## src/rtl/vco_freq_meter.sv

```systemverilog
// Counts synchronised VCO rising edges over a gate of GATE_BASE << gate_sel clk cycles and steers up/dn.
// Optional: define VCO_FREQ_METER_OVF_EN for the sticky saturation flag and forced dn on a saturated count.
module vco_freq_meter #(
  parameter int COUNT_W   = 16,
  parameter int TOL_W     = 8,
  parameter int GATE_BASE = 1024
) (
  input  logic               clk,
  input  logic               rst_n,
  input  logic               ena,
  input  logic               vco_in,
  input  logic               start,
  input  logic               cont,
  input  logic [1:0]         gate_sel,
  input  logic [COUNT_W-1:0] target,
  input  logic [TOL_W-1:0]   tol,
  output logic [COUNT_W-1:0] count_out,
  output logic               count_valid,
  input  logic               count_ready,
  output logic               up,
  output logic               dn,
  output logic               ovf
);

  // GW bits hold L-1 for every gate_sel; base << 3 may wrap to 0, and the -1 still lands on L-1.
  localparam int GW = $clog2(GATE_BASE) + 3;
  localparam logic [COUNT_W-1:0] CNT_MAX = '1;

  typedef enum logic [1:0] {IDLE, GATE, HOLD} state_e;

  state_e             state_q;
  logic               sync1_q, sync2_q, hist_q;
  logic [COUNT_W-1:0] edge_cnt_q, edge_cnt_d;
  logic [GW-1:0]      gate_cnt_q, gate_len_m1;
  logic [COUNT_W-1:0] count_q;
  logic               valid_q, up_q, dn_q;
  logic               edge_pulse;
  logic [COUNT_W:0]   tgt_x, tol_x, lo, hi, cnt_x;
  logic               up_d, dn_d;

  assign edge_pulse  = sync2_q & ~hist_q;
  assign edge_cnt_d  = (edge_pulse && (edge_cnt_q != CNT_MAX)) ? edge_cnt_q + 1'b1 : edge_cnt_q;
  assign gate_len_m1 = (GW'(GATE_BASE) << gate_sel) - 1'b1;

  // Band compare is one bit wider so target+tol never wraps and target-tol can be clamped at 0.
  assign tgt_x = {1'b0, target};
  assign tol_x = (COUNT_W+1)'(tol);
  assign lo    = (tgt_x > tol_x) ? tgt_x - tol_x : '0;
  assign hi    = tgt_x + tol_x;
  assign cnt_x = {1'b0, edge_cnt_d};
  assign up_d  = cnt_x < lo;
`ifdef VCO_FREQ_METER_OVF_EN
  assign dn_d  = (cnt_x > hi) || (edge_cnt_d == CNT_MAX);
`else
  assign dn_d  = cnt_x > hi;
`endif

  assign count_out   = count_q;
  assign count_valid = valid_q;
  assign up          = up_q;
  assign dn          = dn_q;

`ifdef VCO_FREQ_METER_OVF_EN
  logic ovf_q;
  logic sat_hit;
  assign sat_hit = edge_pulse && (edge_cnt_d == CNT_MAX);
  assign ovf     = ovf_q;

  always_ff @(posedge clk or negedge rst_n) begin
    if (!rst_n) begin
      ovf_q <= 1'b0;
    end else if (ena && (state_q == GATE) && sat_hit) begin
      ovf_q <= 1'b1;
    end else if (ena && (state_q == HOLD) && count_ready && start) begin
      ovf_q <= 1'b0;
    end
  end
`else
  assign ovf = 1'b0;
`endif

  always_ff @(posedge clk or negedge rst_n) begin
    if (!rst_n) begin
      state_q    <= IDLE;
      sync1_q    <= 1'b0;
      sync2_q    <= 1'b0;
      hist_q     <= 1'b0;
      edge_cnt_q <= '0;
      gate_cnt_q <= '0;
      count_q    <= '0;
      valid_q    <= 1'b0;
      up_q       <= 1'b0;
      dn_q       <= 1'b0;
    end else begin
      sync1_q <= vco_in;
      sync2_q <= sync1_q;
      hist_q  <= sync2_q;
      if (!ena) begin
        state_q    <= IDLE;
        edge_cnt_q <= '0;
        valid_q    <= 1'b0;
        up_q       <= 1'b0;
        dn_q       <= 1'b0;
      end else begin
        case (state_q)
          IDLE: begin
            edge_cnt_q <= '0;
            if (start || cont) begin
              state_q    <= GATE;
              gate_cnt_q <= gate_len_m1;
            end
          end
          GATE: begin
            edge_cnt_q <= edge_cnt_d;
            if (gate_cnt_q == '0) begin
              count_q <= edge_cnt_d;
              up_q    <= up_d;
              dn_q    <= dn_d;
              valid_q <= 1'b1;
              state_q <= HOLD;
            end else begin
              gate_cnt_q <= gate_cnt_q - 1'b1;
            end
          end
          HOLD: begin
            if (count_ready) begin
              valid_q    <= 1'b0;
              edge_cnt_q <= '0;
              if (cont) begin
                state_q    <= GATE;
                gate_cnt_q <= gate_len_m1;
              end else begin
                state_q <= IDLE;
              end
            end
          end
          default: state_q <= IDLE;
        endcase
      end
    end
  end

endmodule

```

## config.mk

```make
export PLATFORM = sky130hd
export DESIGN_NAME = vco_freq_meter
export DESIGN_NICKNAME = d
export VERILOG_FILES = /design/src/rtl/vco_freq_meter.sv
export SDC_FILE = /design/constraint.sdc
export NUM_CORES = 1
export LEC_CHECK = 0
export CORE_MARGIN = 2
export CORE_UTILIZATION = 30
export DETAILED_ROUTE_END_ITERATION = 8
export HOLD_SLACK_MARGIN = 0.03
export PLACE_DENSITY = 0.55
export SKIP_LAST_GASP = 1
export SLEW_MARGIN = 20
export SYNTH_ARGS = -nofsm -noshare
export SYNTH_HDL_FRONTEND = slang
export SYNTH_SLANG_ARGS = --single-unit
```

## constraint.sdc

```tcl
create_clock -name clk -period 7.2 [get_ports clk]
set_input_delay 1.08 -clock clk [delete_from_list [all_inputs] [get_ports clk]]
set_output_delay 1.08 -clock clk [all_outputs]
set_load 0.01 [all_outputs]
```

==> parameters.txt <==
Parameter                              Value

Drt
  DR iter-0 viols    312
  Post-detailed-route DRC marker count    0
  Detailed-route via count    4496
  Antenna Violating Nets Remaining    0
  Via density per instance    5.327
  Wire per inst    15.04 um
  First-pass iteration count of the detailed router    5
  Wire length reported by the detailed router    12690 um

Global routing
  Total global routing track utilization    15.13%
  Antenna violations before repair    0
  Wire length of the first global-routing pass    22020 um
  Largest net degree at the start of global routing    54
  Total congestion overflow after global routing    0
  Vias in the first global route    4370

Critical path
  Most frequent CP cell    sky130_fd_sc_hd__ha_1
  Highest-delay cell along the critical path    sky130_fd_sc_hd__or4_1
  Delay of the slowest cell on the worst path    590 ps
  Data required, critical path    7380 ps
  Cell chain of the critical path    clkdlybuf4s50_1 > inv_1 > ha_1 > nand2b_1 > a21oi_1 > o21bai_1 > a2111o_1 > a2111oi_0 > nor3_1 > ha_1 > nand3_1 > or4_1 > a41oi_1 > o21ai_0
  Category of cells accounting for the largest share of critical-path delay    compound AO/OA/AOI/OAI gates
  Critical setup path kind    input pin to flop
  Worst Setup End Kind    flop
  Launching element type of the critical path    input pin
  Buffer and inverter count on the worst path    2
  Endpoint arrival time on the critical path    4970 ps
  Maximum fanout along the worst path    4

STA
  Final setup fails    0
  Count of endpoints failing hold in the final timing report    0
  Shortest period the worst path allows    4790 ps
  Pins over their slew limit    0
  Maximum clock skew at final layout    10.15 ps
  Setup TNS    0 ps
  Fin Hold WS    348.5 ps
  Relative slew slack    36.76%
  Least-Margin Pin Slew    948.6 ps
  RSZ-0062 raised after global routing    no
  Fmax    208.8 MHz
  Post-route fraction of the period consumed by the critical path    66.53%

Synth
  Xor and xnor area share after synthesis    6.199%
  Fraction of the yosys area taken by sequential cells    26.82%
  Cell count after synthesis    597
  Synthesized area divided by synthesized cell count    8.283 um^2
  Top flip-flop cell by instance count after synthesis    sky130_fd_sc_hd__dfrtp_1
  Netlist area before placement    4945 um^2
  Compound-Gate Fraction of Synth Area    20.34%
  Area share of and/or/nand/nor cells after synthesis    23.68%
  Synthesized Nets    685
  Post-synthesis sequential element count    53
  Largest family of logic cells by synthesized area    simple AND/OR/NAND/NOR gates
  Number of enable-type register cells in the synthesized netlist    0
  Share of cell area taken by muxes after synthesis    3.821%
  Fraction of registers with async set/reset    100.0%
  Synth Area in Adders    14.22%
  Yosys warnings    0
  Synth unique cells    70

Power
  Power Density    151.5 nW/um^2
  Leakage Power    2.477 nW
  Internal power    567.7 uW
  Worst IR Drop VDD    0.09333 mV
  Part of the total power dissipated in sequential elements    41.2%
  Switching pwr    302.0 uW
  Fraction of power consumed by the clock network    27.7%
  Net Sw Frac    34.72%
  Combinational cell fraction of total power    31.0%

Placed design
  Post-detail-place hpwl    9808 um
  Port Buffer Count    51
  Final weighted congestion in routability-driven placement    0.8404

Floorplanning
  Cell Rows    46
  IO Count    53
  Die Width    132.4 um
  Starting density of the core    30.90%
  Die area    17530 um^2
  Vert. Die Dim    132.4 um
  Area of the core region    16000 um^2

CTS
  Post-CTS Setup Bufs    0
  Number of buffers added by the clock tree synthesis step    5
  Root Buffer    sky130_fd_sc_hd__clkbuf_16
  Maximum clock insertion buffer count    2
  Count of hold-fix buffers inserted at cts    0
  Post-CTS clock slew at the launch and capture registers of the worst setup and hold paths    70 ps
  Source-to-sink clock delay at the later pin of the worst-skew pair    300 ps
  CTS tree    done
  Clock sink count    53
  CTS H-tree lvls    2
  Number of gates resized after cts    0

Final layout
  Post-synthesis to final-layout area growth    16.12%
  Fill count    1679
  Highest-count cells in the layout ignoring fill and taps    sky130_fd_sc_hd__nand2_1 (61), sky130_fd_sc_hd__ha_1 (53), sky130_fd_sc_hd__dfrtp_1 (53)
  Layout cell share with drive strength beyond 1    6.688%
  Net count of the finished layout    715
  Final standard cell utilization of the core    35.89%
  Most common cell after layout, fill and taps aside    sky130_fd_sc_hd__nand2_1
  Number of antenna diodes    0

Run status
  Outcome    completed

Flow run
  Max Cap Viol    0

Worst hold path
  Worst hold-check path type    flop to flop
-- layer usage --
metal | GRT usage, % | share of wire, %
met1 | 22.11 | 50
met2 | 23.46 | 44
met3 | 2.268 | 4.5
met4 | 3.524 | 1.5
met5 | 0 | 0
-- cells by family (layout without fill, tap and decap cells) --
group           after synthesis  count (layout)
compound gates              155             155
other cells                   1               1
simple gates                225             225
fa+ha+maj                    55              55
buf+inv                      56              87
flops                        53              53
mux                          17              17
xor+xnor                     35              35
-- power groups by stage --
stage,clock (mW),combinational (mW),sequential [mW]
global route,0.260,0.310,0.363
CTS,0.244,0.272,0.358
floorplan,0,0.195,0.355
detailed placement,0,0.270,0.363
global placement,0,0.264,0.362
finish,0.241,0.270,0.358
-- final timing paths --
kind / slack, ps / cells past startpoint / from / end
max in group asynchronous: 5820 / 2 / rst_n / edge_cnt_q[6]$_DFFE_PN0P_
worst max register to register: 3480 / 12 / edge_cnt_q[0]$_DFFE_PN0P_ / up$_DFFE_PN0P_
min in group asynchronous: 900 / 2 / rst_n / gate_cnt_q[12]$_DFFE_PN0P_
worst min register to register: 350 / 0 / sync1_q$_DFF_PN0_ / sync2_q$_DFF_PN0_
worst min-delay path: 350 / 0 / sync1_q$_DFF_PN0_ / sync2_q$_DFF_PN0_
worst max-delay path: 2410 / 14 / tol[1] / dn$_DFFE_PN0P_
-- cell usage after synthesis (11+ instances only) --
master	count	area, um^2
sky130_fd_sc_hd__a21oi_1	36	180.2
sky130_fd_sc_hd__clkbuf_1	25	93.84
sky130_fd_sc_hd__dfrtp_1	53	1326
sky130_fd_sc_hd__ha_1	53	663.1
sky130_fd_sc_hd__inv_1	24	90.09
sky130_fd_sc_hd__mux2_2	15	168.9
sky130_fd_sc_hd__nand2_1	61	229.0
sky130_fd_sc_hd__nand3_1	19	95.09
sky130_fd_sc_hd__nand4_1	11	68.82
sky130_fd_sc_hd__nor2_1	44	165.2
sky130_fd_sc_hd__nor3_1	15	75.07
sky130_fd_sc_hd__o21ai_0	46	230.2
sky130_fd_sc_hd__xnor2_1	26	227.7
-- state kept, by name, indices dropped and copies added (netlist names), 2 cells and up --
register    flops
gate_cnt_q     13
count_out      16
edge_cnt_q     16
state_q         2
-- layout make-up --
type                    count  area, um^2  area share (%)
clock buffers               7       132.6           2.310
inverters                  24       90.09           1.569
flip-flops and latches     53        1326           23.10
multi-input cells         488        3379           58.86
clock inverters             1       7.507          0.1307
repair buffers             55       535.5           9.327
well taps                 216       270.3           4.707
-- worst register-to-register path: stages, from the launching register on --
cell and delay (ps):
sky130_fd_sc_hd__dfrtp_1 430, sky130_fd_sc_hd__ha_1 340, sky130_fd_sc_hd__nand4_1 220, sky130_fd_sc_hd__a41oi_1 600, sky130_fd_sc_hd__nand2_1 190, sky130_fd_sc_hd__xnor2_1 470
sky130_fd_sc_hd__ha_1 340, sky130_fd_sc_hd__a211oi_1 220, sky130_fd_sc_hd__o21ai_0 170, sky130_fd_sc_hd__a211o_1 310, sky130_fd_sc_hd__nor3_1 150, sky130_fd_sc_hd__a32oi_1 120
sky130_fd_sc_hd__nand2_1 80
-- metrics by stage --
stage / total power [mW] / cells / area, um^2 / setup WS, ps
global placement: 0.6268 / 836 / 5602 / 2094
global route: 0.9326 / 844 / 5742 / 2029
CTS: 0.8742 / 844 / 5742 / 2400
floorplan: 0.5496 / 597 / 4945 / 2964
detailed placement: 0.6331 / 836 / 5602 / 2106
finish: 0.8697 / 844 / 5742 / 2410
Power figures use the tool's default switching activity.
